$ cat src/rtl/pcie_trans_pkg.sv
`default_nettype none
// ============================================================================
// Module   : pcie_trans_pkg
// Purpose  : Shared definitions for the PCIE transaction drain logic.
//            - drain FSM state encoding
//            - source port identifiers
//            - default FIFO word width
// Revision : 1.0  initial release
// ============================================================================
package pcie_trans_pkg;

    typedef enum logic [1:0] {
        ST_IDLE   = 2'd0,
        ST_ACTIVE = 2'd1,
        ST_DRAIN  = 2'd2
    } drain_state_t;

    localparam logic PORT_D0 = 1'b0;
    localparam logic PORT_D1 = 1'b1;

    localparam int DEFAULT_DATA_WIDTH = 6;

endpackage
`default_nettype wire

$ cat src/rtl/drain_obuf.sv
`default_nettype none
// ============================================================================
// Module   : drain_obuf
// Purpose  : Two-entry synchronous FIFO holding {port, data} words on their
//            way to the merged output stream.
// Ports    : clk, reset       - clock, synchronous active-high reset
//            push, push_port,
//            push_data        - write one tagged word
//            pop              - remove the head word
//            occ              - number of stored words (0..2)
//            head_valid,
//            head_port,
//            head_data        - head entry (zero after reset)
// Revision : 1.0  initial release
// ============================================================================
module drain_obuf
    import pcie_trans_pkg::*;
#(
    parameter int DATA_WIDTH = DEFAULT_DATA_WIDTH
) (
    input  logic                  clk,
    input  logic                  reset,
    input  logic                  push,
    input  logic                  push_port,
    input  logic [DATA_WIDTH-1:0] push_data,
    input  logic                  pop,
    output logic [1:0]            occ,
    output logic                  head_valid,
    output logic                  head_port,
    output logic [DATA_WIDTH-1:0] head_data
);

    logic [DATA_WIDTH:0] r_mem [2];
    logic                r_wr_ptr;
    logic                r_rd_ptr;
    logic [1:0]          r_occ;
    logic                w_do_pop;
    logic                w_do_push;

    // A push into a full buffer is only legal when the head leaves in the
    // same cycle; the credit logic upstream never violates that.
    assign w_do_pop  = pop & (r_occ != 2'd0);
    assign w_do_push = push & ((r_occ != 2'd2) | w_do_pop);

    always_ff @(posedge clk) begin
        if (reset) begin
            for (int i = 0; i < 2; i++) begin
                r_mem[i] <= '0;
            end
            r_wr_ptr <= 1'b0;
            r_rd_ptr <= 1'b0;
            r_occ    <= 2'd0;
        end else begin
            if (w_do_push) begin
                r_mem[r_wr_ptr] <= {push_port, push_data};
                r_wr_ptr        <= ~r_wr_ptr;
            end
            if (w_do_pop) begin
                r_rd_ptr <= ~r_rd_ptr;
            end
            case ({w_do_push, w_do_pop})
                2'b10:   r_occ <= r_occ + 2'd1;
                2'b01:   r_occ <= r_occ - 2'd1;
                default: r_occ <= r_occ;
            endcase
        end
    end

    assign occ        = r_occ;
    assign head_valid = (r_occ != 2'd0);
    assign head_port  = r_mem[r_rd_ptr][DATA_WIDTH];
    assign head_data  = r_mem[r_rd_ptr][DATA_WIDTH-1:0];

endmodule
`default_nettype wire

$ cat src/rtl/pcie_port_drain.sv
`default_nettype none
// ============================================================================
// Module   : pcie_port_drain
// Purpose  : Pops the two PCIE transaction output FIFOs (D0, D1) under
//            weighted round-robin arbitration and merges their words into a
//            single valid/ready stream tagged with the source port.
//            Credit-based flow control against a 2-entry output buffer
//            keeps one word per cycle throughput without losing words.
// Ports    : clk, reset            - clock, synchronous active-high reset
//            enable                - permission to issue new pops
//            empty_d0/1, data_d0/1 - FIFO status and read data (1-cycle)
//            pop_d0/1              - FIFO pop strobes (combinational)
//            out_data, out_port,
//            out_valid, out_ready  - merged output stream
//            cnt_d0/1              - delivered-word counters per port
//            idle                  - FSM is in IDLE
// Config   : PCIE_PORT_DRAIN_COUNTERS_EN - when defined, cnt_d0/cnt_d1 are
//            real counters; otherwise they are tied to zero.
// Revision : 1.0  initial release
// ============================================================================
module pcie_port_drain
    import pcie_trans_pkg::*;
#(
    parameter int DATA_WIDTH = DEFAULT_DATA_WIDTH,
    parameter int WEIGHT     = 2,
    parameter int CNT_WIDTH  = 8
) (
    input  logic                  clk,
    input  logic                  reset,
    input  logic                  enable,
    input  logic                  empty_d0,
    input  logic                  empty_d1,
    input  logic [DATA_WIDTH-1:0] data_d0,
    input  logic [DATA_WIDTH-1:0] data_d1,
    output logic                  pop_d0,
    output logic                  pop_d1,
    output logic [DATA_WIDTH-1:0] out_data,
    output logic                  out_port,
    output logic                  out_valid,
    input  logic                  out_ready,
    output logic [CNT_WIDTH-1:0]  cnt_d0,
    output logic [CNT_WIDTH-1:0]  cnt_d1,
    output logic                  idle
);

    localparam int                 BURST_W     = $clog2(WEIGHT + 1);
    localparam logic [BURST_W-1:0] C_WEIGHT    = BURST_W'(WEIGHT);
    localparam logic [BURST_W-1:0] C_BURST_ONE = BURST_W'(1);

    drain_state_t          r_state;
    logic                  r_grant;
    logic [BURST_W-1:0]    r_burst;
    logic                  r_infl;
    logic                  r_infl_port;

    logic [1:0]            w_occ;
    logic                  w_head_valid;
    logic                  w_head_port;
    logic [DATA_WIDTH-1:0] w_head_data;
    logic                  w_deliver;
    logic [2:0]            w_pending;
    logic                  w_credit_ok;
    logic                  w_empty_grant;
    logic                  w_empty_other;
    logic                  w_sel;
    logic                  w_sel_valid;
    logic                  w_pop;
    logic [DATA_WIDTH-1:0] w_push_data;

    // ------------------------------------------------------------------
    // Credits: words buffered + word in flight - word leaving now must
    // stay below the buffer depth for another pop to be safe. occ >= 1
    // whenever w_deliver is set, so the subtraction never underflows.
    // ------------------------------------------------------------------
    assign w_deliver   = w_head_valid & out_ready;
    assign w_pending   = {1'b0, w_occ} + {2'b00, r_infl} - {2'b00, w_deliver};
    assign w_credit_ok = (w_pending < 3'd2);

    // ------------------------------------------------------------------
    // Weighted round-robin port selection
    // ------------------------------------------------------------------
    assign w_empty_grant = (r_grant == PORT_D1) ? empty_d1 : empty_d0;
    assign w_empty_other = (r_grant == PORT_D1) ? empty_d0 : empty_d1;

    always_comb begin
        w_sel       = r_grant;
        w_sel_valid = 1'b0;
        if (!w_empty_grant && (r_burst < C_WEIGHT)) begin
            w_sel_valid = 1'b1;
        end else if (!w_empty_other) begin
            w_sel       = ~r_grant;
            w_sel_valid = 1'b1;
        end else if (!w_empty_grant) begin
            // Burst exhausted but the other port has nothing: keep going.
            w_sel_valid = 1'b1;
        end
    end

    // enable gates pops directly so that no new word is requested in the
    // cycle enable drops, even though the FSM leaves ACTIVE one edge later.
    assign w_pop  = (r_state == ST_ACTIVE) & enable & w_credit_ok & w_sel_valid & ~reset;
    assign pop_d0 = w_pop & (w_sel == PORT_D0) & ~empty_d0;
    assign pop_d1 = w_pop & (w_sel == PORT_D1) & ~empty_d1;

    // ------------------------------------------------------------------
    // FSM, arbitration state and in-flight tracking
    // ------------------------------------------------------------------
    always_ff @(posedge clk) begin
        if (reset) begin
            r_state     <= ST_IDLE;
            r_grant     <= PORT_D0;
            r_burst     <= '0;
            r_infl      <= 1'b0;
            r_infl_port <= PORT_D0;
        end else begin
            r_infl <= w_pop;
            if (w_pop) begin
                r_infl_port <= w_sel;
                if (w_sel != r_grant) begin
                    r_grant <= w_sel;
                    r_burst <= C_BURST_ONE;
                end else if (r_burst >= C_WEIGHT) begin
                    // Extra pop on an exhausted burst starts a fresh one.
                    r_burst <= C_BURST_ONE;
                end else begin
                    r_burst <= r_burst + C_BURST_ONE;
                end
            end

            case (r_state)
                ST_IDLE: begin
                    if (enable && (!empty_d0 || !empty_d1)) begin
                        r_state <= ST_ACTIVE;
                    end
                end
                ST_ACTIVE: begin
                    if (!enable) begin
                        r_state <= ST_DRAIN;
                    end else if (empty_d0 && empty_d1 && (w_occ == 2'd0) && !r_infl) begin
                        r_state <= ST_IDLE;
                    end
                end
                ST_DRAIN: begin
                    if ((w_occ == 2'd0) && !r_infl) begin
                        r_state <= ST_IDLE;
                    end else if (enable) begin
                        r_state <= ST_ACTIVE;
                    end
                end
                default: r_state <= ST_IDLE;
            endcase
        end
    end

    assign idle = (r_state == ST_IDLE);

    // ------------------------------------------------------------------
    // Output buffer: the word popped last cycle is captured now.
    // ------------------------------------------------------------------
    assign w_push_data = (r_infl_port == PORT_D1) ? data_d1 : data_d0;

    drain_obuf #(
        .DATA_WIDTH (DATA_WIDTH)
    ) u_obuf (
        .clk        (clk),
        .reset      (reset),
        .push       (r_infl),
        .push_port  (r_infl_port),
        .push_data  (w_push_data),
        .pop        (w_deliver),
        .occ        (w_occ),
        .head_valid (w_head_valid),
        .head_port  (w_head_port),
        .head_data  (w_head_data)
    );

    assign out_valid = w_head_valid;
    assign out_port  = w_head_port;
    assign out_data  = w_head_data;

    // ------------------------------------------------------------------
    // Delivered-word counters
    // ------------------------------------------------------------------
`ifdef PCIE_PORT_DRAIN_COUNTERS_EN
    localparam logic [CNT_WIDTH-1:0] C_CNT_ONE = CNT_WIDTH'(1);

    logic [CNT_WIDTH-1:0] r_cnt_d0;
    logic [CNT_WIDTH-1:0] r_cnt_d1;

    always_ff @(posedge clk) begin
        if (reset) begin
            r_cnt_d0 <= '0;
            r_cnt_d1 <= '0;
        end else if (w_deliver) begin
            if (w_head_port == PORT_D1) begin
                r_cnt_d1 <= r_cnt_d1 + C_CNT_ONE;
            end else begin
                r_cnt_d0 <= r_cnt_d0 + C_CNT_ONE;
            end
        end
    end

    assign cnt_d0 = r_cnt_d0;
    assign cnt_d1 = r_cnt_d1;
`else
    assign cnt_d0 = '0;
    assign cnt_d1 = '0;
`endif

endmodule
`default_nettype wire

$ cat config.mk
export PLATFORM = sky130hd
export DESIGN_NAME = pcie_port_drain
export DESIGN_NICKNAME = d
export VERILOG_FILES = /design/src/rtl/pcie_trans_pkg.sv /design/src/rtl/drain_obuf.sv /design/src/rtl/pcie_port_drain.sv
export SDC_FILE = /design/constraint.sdc
export NUM_CORES = 1
export LEC_CHECK = 0
export CORE_MARGIN = 10
export CORE_UTILIZATION = 45
export CTS_CLUSTER_SIZE = 12
export DETAILED_ROUTE_END_ITERATION = 16
export GPL_TIMING_DRIVEN = 1
export PLACE_DENSITY = 0.75
export SYNTH_ARGS = -nofsm -noshare
export SYNTH_HDL_FRONTEND = slang
export SYNTH_SLANG_ARGS = --single-unit
$ cat constraint.sdc
create_clock -name clk -period 3.9 [get_ports clk]
set_clock_uncertainty 0.1 [all_clocks]
set_input_delay 0.585 -clock clk [delete_from_list [all_inputs] [get_ports clk]]
set_output_delay 0.585 -clock clk [all_outputs]
set_load 0.02 [all_outputs]
### Word-level counts from Yosys, hierarchy flattened

Memory sizes are Yosys's and may differ from the RTL's. A register that Yosys moved wholly into a read port is not among the register bits.
Cells that the tools add are included.

| word-level totals | value |
|---|---|
| register bits | 11 |
| memory bits (writable) | 14 |
| logic and storage cells | 90 |
| memories | 1 |

Memory list:

| name | depth | width | read ports | clocked after memory_dff | write ports | line | text |
|---|---|---|---|---|---|---|---|
| u_obuf.r_mem | 2 | 7 | 1 | 1 | 2 | drain_obuf.sv:33 | `logic [DATA_WIDTH:0] r_mem [2];` |

| operators by class | value |
|---|---|
| $add $sub $neg | 5 |
| magnitude comparators | 3 |
| equal/unequal tests | 9 |
| mux-type cells | 27 |
| bitwise operators | 19 |
| reductions and logical operators | 18 |

Operators with widths:

| cell | number |
|---|---|
| two-way mux 1 bit | 16 |
| two-way mux 2 bit | 7 |
| bitwise AND 1 bit | 11 |
| two-way mux 7 bit | 1 |
| inverter 1 bit | 7 |
| OR reduction 7 bit | 1 |
| logical AND 1 bit | 6 |
| two-way mux 6 bit | 1 |
| case mux 2 bit (3 select lines) | 1 |
| adder 2 x 1 -> 2 bit (second input constant) | 2 |
| equality test 2 x 1 -> 1 bit (second input constant) | 2 |
| equality test 2 bit (second input constant) | 2 |
| logical NOT 1 bit | 4 |
| logical NOT 2 bit | 2 |
| case mux 2 bit (2 select lines) | 1 |
| nonzero test 2 bit | 2 |
| adder 2 x 1 -> 3 bit | 1 |
| less-than comparator 3 x 2 -> 1 bit (second input constant) | 1 |
| != test 3 x 2 -> 1 bit (second input constant) | 1 |
| != test 3 bit (second input constant) | 1 |
| AND reduction 3 bit | 1 |
| subtractor 3 x 1 -> 3 bit | 1 |
| greater-or-equal comparator 2 bit (second input constant) | 1 |
| less-than comparator 2 bit (second input constant) | 1 |
| other kinds (7) | 7 |

### Logic depth before layout (Yosys ltp)

| logic depth | value |
|---|---|
| depth after elaboration | 10 |
| depth in mapped cells | 9 |
| mapped depth without buffers | 7 |

### Hierarchy

A second synthesis with hierarchy kept.

| second synthesis, totals | value |
|---|---|
| cell total of the unflattened synthesis | 140 |
| area total of the unflattened synthesis | 1476.4 µm² |

Modules (own cells, without submodules):

| module | instances | cells each | area each (µm²) | seq. area each (µm²) |
|---|---|---|---|---|
| drain_obuf | 1 | 69 | 845.8 | 520.5 |
| pcie_port_drain | 1 | 71 | 630.6 | 140.1 |

### Worst setup path after synthesis

OpenSTA, ideal clock, no wires.

| timing path | value |
|---|---|
| path kind | input to output |
| from | input port out_ready |
| to | output port pop_d0 |
| data arrival time | 2586 ps |
| slack | 629 ps |
| stages | 8 |
| buffers on the path | 1 |
| cell sequence | o21a_1 ha_1 nand2b_1 fa_1 xor2_1 or4_4 buf_6 nor2b_1 |

| on the way | value |
|---|---|
| cells in the longest elaborated chain, start to end | 8 |

Ends and longest elaborated chain:

| what | line | text |
|---|---|---|
| start, declared | pcie_port_drain.sv:40 | `input logic out_ready,` |
| bitwise AND 1 bit | pcie_port_drain.sv:75 | `assign w_deliver = w_head_valid & out_ready;` |
| subtractor 3 x 1 -> 3 bit | pcie_port_drain.sv:76 | `assign w_pending = {1'b0, w_occ} + {2'b00, r_infl} - {2'b00, w_deliver};` |
| less-than comparator 3 x 2 -> 1 bit | pcie_port_drain.sv:77 | `assign w_credit_ok = (w_pending < 3'd2);` |
| bitwise AND 1 bit (3 in a row) | pcie_port_drain.sv:101 | `assign w_pop = (r_state == ST_ACTIVE) & enable & w_credit_ok & w_sel_valid & ~reset;` |
| bitwise AND 1 bit (2 in a row) | pcie_port_drain.sv:102 | `assign pop_d0 = w_pop & (w_sel == PORT_D0) & ~empty_d0;` |
| end, declared | pcie_port_drain.sv:35 | `output logic pop_d0,` |

No other way between the ends.

### Final worst setup path

| timing path | value |
|---|---|
| from | input port out_ready |
| to | output port pop_d1 |

| on the way | value |
|---|---|
| cells in the longest elaborated chain, start to end | 8 |

Ends and longest elaborated chain:

| what | line | text |
|---|---|---|
| bitwise AND 1 bit | pcie_port_drain.sv:75 |  |
| subtractor 3 x 1 -> 3 bit | pcie_port_drain.sv:76 |  |
| less-than comparator 3 x 2 -> 1 bit | pcie_port_drain.sv:77 |  |
| bitwise AND 1 bit (3 in a row) | pcie_port_drain.sv:101 |  |
| bitwise AND 1 bit (2 in a row) | pcie_port_drain.sv:103 | `assign pop_d1 = w_pop & (w_sel == PORT_D1) & ~empty_d1;` |
| end, declared | pcie_port_drain.sv:36 | `output logic pop_d1,` |

No other way between the ends.

==> flow_metrics.tcl <==
set metrics [dict create \
    status "finished, final reports clean" \
    antenna_found_initial 0 \
    clk_latency_ns 0.32 \
    wirelength_mm 3.00 \
    remaining_drc_errors 0 \
    synth_cells 139 \
    core_um2 3050 \
    whs_endpoint "u_obuf.r_wr_ptr$_SDFFE_PP0P_" \
    syn-cell-area_um2 1440 \
    htreeDepth 1 \
    grt_max_degree 15 \
    cp.arrival_ns 3.06 \
    ys_seq_area_frac 0.460 \
    yosys_warnings 0 \
    path_max_fanout 3 \
    ys_async_sr_fraction 0 \
    grt_pass1_wl_mm 4.96 \
    clk_pin_slew_worst_paths_ns 0.14 \
    cts_sinks 26 \
    std_cell_rows 20 \
    routed_via_density 4.80 \
    dp_hpwl_mm 2.39 \
    rrSetupSlack_ns 1.16 \
    ir_drop_v 0.000111 \
    clock_power_share 0.234 \
    grt_use_total 0.0997 \
    ioPinCount 45 \
    synthTopCellsByArea "edfxtp_1 (29%), dfxtp_1 (17%), buf_4 (8.4%)" \
    period_minus_slack_ns 3.74 \
    ys.flop_type "edfxtp_1" \
    synth.most_common_cell "nor2_1" \
    die_w_um 76.5 \
    p_int_uw 372 \
    placement.cell_area_um2 1720 \
    criticalPathCategory "in2out" \
    cts_tree "built" \
    postSynthRegisterBits 26 \
    grt_pass1_vias 1013 \
    reg2reg_depth 8 \
    cap_viol_max_count 0 \
    p_leak_uw 0.000659 \
    avgSynthCellArea_um2 10.3 \
    drt_iter0_markers 42 \
    vias 1028 \
    synthTopCellsByCount "nor2_1 (18), buf_4 (16), edfxtp_1 (14)" \
    dieArea_um2 5850 \
    synth.top_cell.area_share 0.293 \
    drv_slew 0 \
    cts_max_path_buffers 2 \
    rsz0062_at_grt "false" \
    drive_gt1_frac 0.135 \
    end_kind "output port" \
    r2r-end "r_burst[0]$_SDFFE_PP0P_" \
    critPathLaunchType "input port" \
    num-nets-final 191 \
    max_freq_mhz 267 \
    postCtsSetupBuffers 0 \
    num_antenna_cells 0 \
    setup_viol 0 \
    cts_hold_buf 0 \
    wl_per_cell_um 14.0 \
    hp-class "reg2reg" \
    dieHeight_um 76.5 \
    routabilityCongestion 0.759 \
    yosysTopAreaCell "edfxtp_1" \
    seq_power_share 0.603 \
    crit_required_ns 3.21 \
    pwr-share-comb 0.162 \
    yosys.cell_types.count 40 \
    holdWs_ns 0.418 \
    min-delay-start "u_obuf.r_wr_ptr$_SDFFE_PP0P_" \
    stdcell_area_um2 1740 \
    whs_path_depth 2 \
    finalCritPeriodShare 0.960 \
    tns_ns 0 \
    initial_core_util 0.470 \
    p_sw_frac 0.254 \
    grt-ovfl-total 0 \
    synth_edf_count 14 \
    first_pass_iters 4 \
    io_buffers 28 \
    p_per_area_nw_per_um2 287 \
    num-fill-cells 292 \
    ant_nets 0 \
    cts_made_buffers 3 \
    hold_viol_final 0 \
    r2r-start "u_obuf.occ[0]$_SDFFE_PP0P_" \
    switchingPower_uw 127 \
    syn2layout_area_growth_pct 21.2 \
    clockRootBuffer "clkbuf_4" \
]
[metrics by stage]
stage | cells | power, µW | util | worst slack, ns
after floorplan | 154 | 362 | - | 0.629
after global placement | 210 | 385 | 0.563 | -0.124
after detailed placement | 210 | 388 | 0.563 | -0.166
after CTS | 214 | 500 | 0.571 | 0.0964
after global routing | 214 | 519 | 0.570 | 0.00676
final | 214 | 499 | 0.570 | 0.158
[power by group through the flow]
stage	Clock, µW	Combinational, µW	Sequential, µW
2_1_floorplan	0	57.5	305
6_report	117	81.0	301
4_1_cts	118	81.0	301
3_3_place_gp	0	79.0	307
5_1_grt	129	87.7	302
3_5_place_dp	0	80.8	307
[cells by family after synthesis]
logic type,synth area share
adder cells (fa/ha/maj),0.0226
AND/OR/NAND/NOR,0.172
other,0.00261
XOR/XNOR,0.0122
multiplexers,0.114
AO/OA/AOI/OAI,0.0880
flip-flops,0.460
buffers and inverters,0.128
[area by class of cell]
type                       instances  area (µm²)  area share
clock buffer                       3        22.5      0.0129
multi-input combinational         99         648       0.372
inverter                           6        22.5      0.0129
sequential                        26         661       0.380
tap                               44        55.1      0.0316
timing repair buffer              35         328       0.188
clock inverter                     1        3.75     0.00216
[registers in the layout, summed over array words and instances, names as in the netlist, named ones only]
register,flops
r_burst,2
r_grant,1
r_infl,1
r_infl_port,1
r_state,2
u_obuf.occ,2
u_obuf.r_mem,14
u_obuf.r_rd_ptr,1
u_obuf.r_wr_ptr,1
[worst max-delay path, stage by stage]
cell and delay (ns):
clkdlybuf4s50_1 0.47, o21a_1 0.16, ha_1 0.23, nand2b_1 0.15, fa_1 0.38, xor2_1 0.16, or4_4 0.50, nor2_1 0.11
clkdlybuf4s15_1 0.31
[cells in the final DEF (no fill, tap or decap), drive strengths merged, types with 2 or more instances in the layout]
cell           instances
a21oi                  5
buf                    7
clkbuf                 4
clkdlybuf4s50         26
conb                  16
dfxtp                 12
edfxtp                14
inv                    6
mux2                   8
mux2i                  7
nand2b                 8
nand3b                 2
nor2                  18
nor2b                  5
o21ai                  4
o41ai                  2
or4                    3
[worst max path at each step]
stage,from,end
CTS,out_ready,pop_d0
finish,out_ready,pop_d1
global route,out_ready,pop_d1
detailed placement,out_ready,pop_d0
floorplan,out_ready,pop_d0
global placement,out_ready,pop_d0
[what timing repair did]
action / in CTS / in global routing
gates cloned: 0 / 0
setup endpoints to repair: 2 / 2
resized for setup: 2 / 3
[metal layers]
| metal | track usage | part of all wire |
|---|---|---|
| met2 | 0.170 | 0.50 |
| met5 | 0 | 0 |
| met3 | 0.0330 | 0.056 |
| met1 | 0.116 | 0.44 |
| met4 | 0.0279 | 0.0080 |
Power figures use the tool's default switching activity.
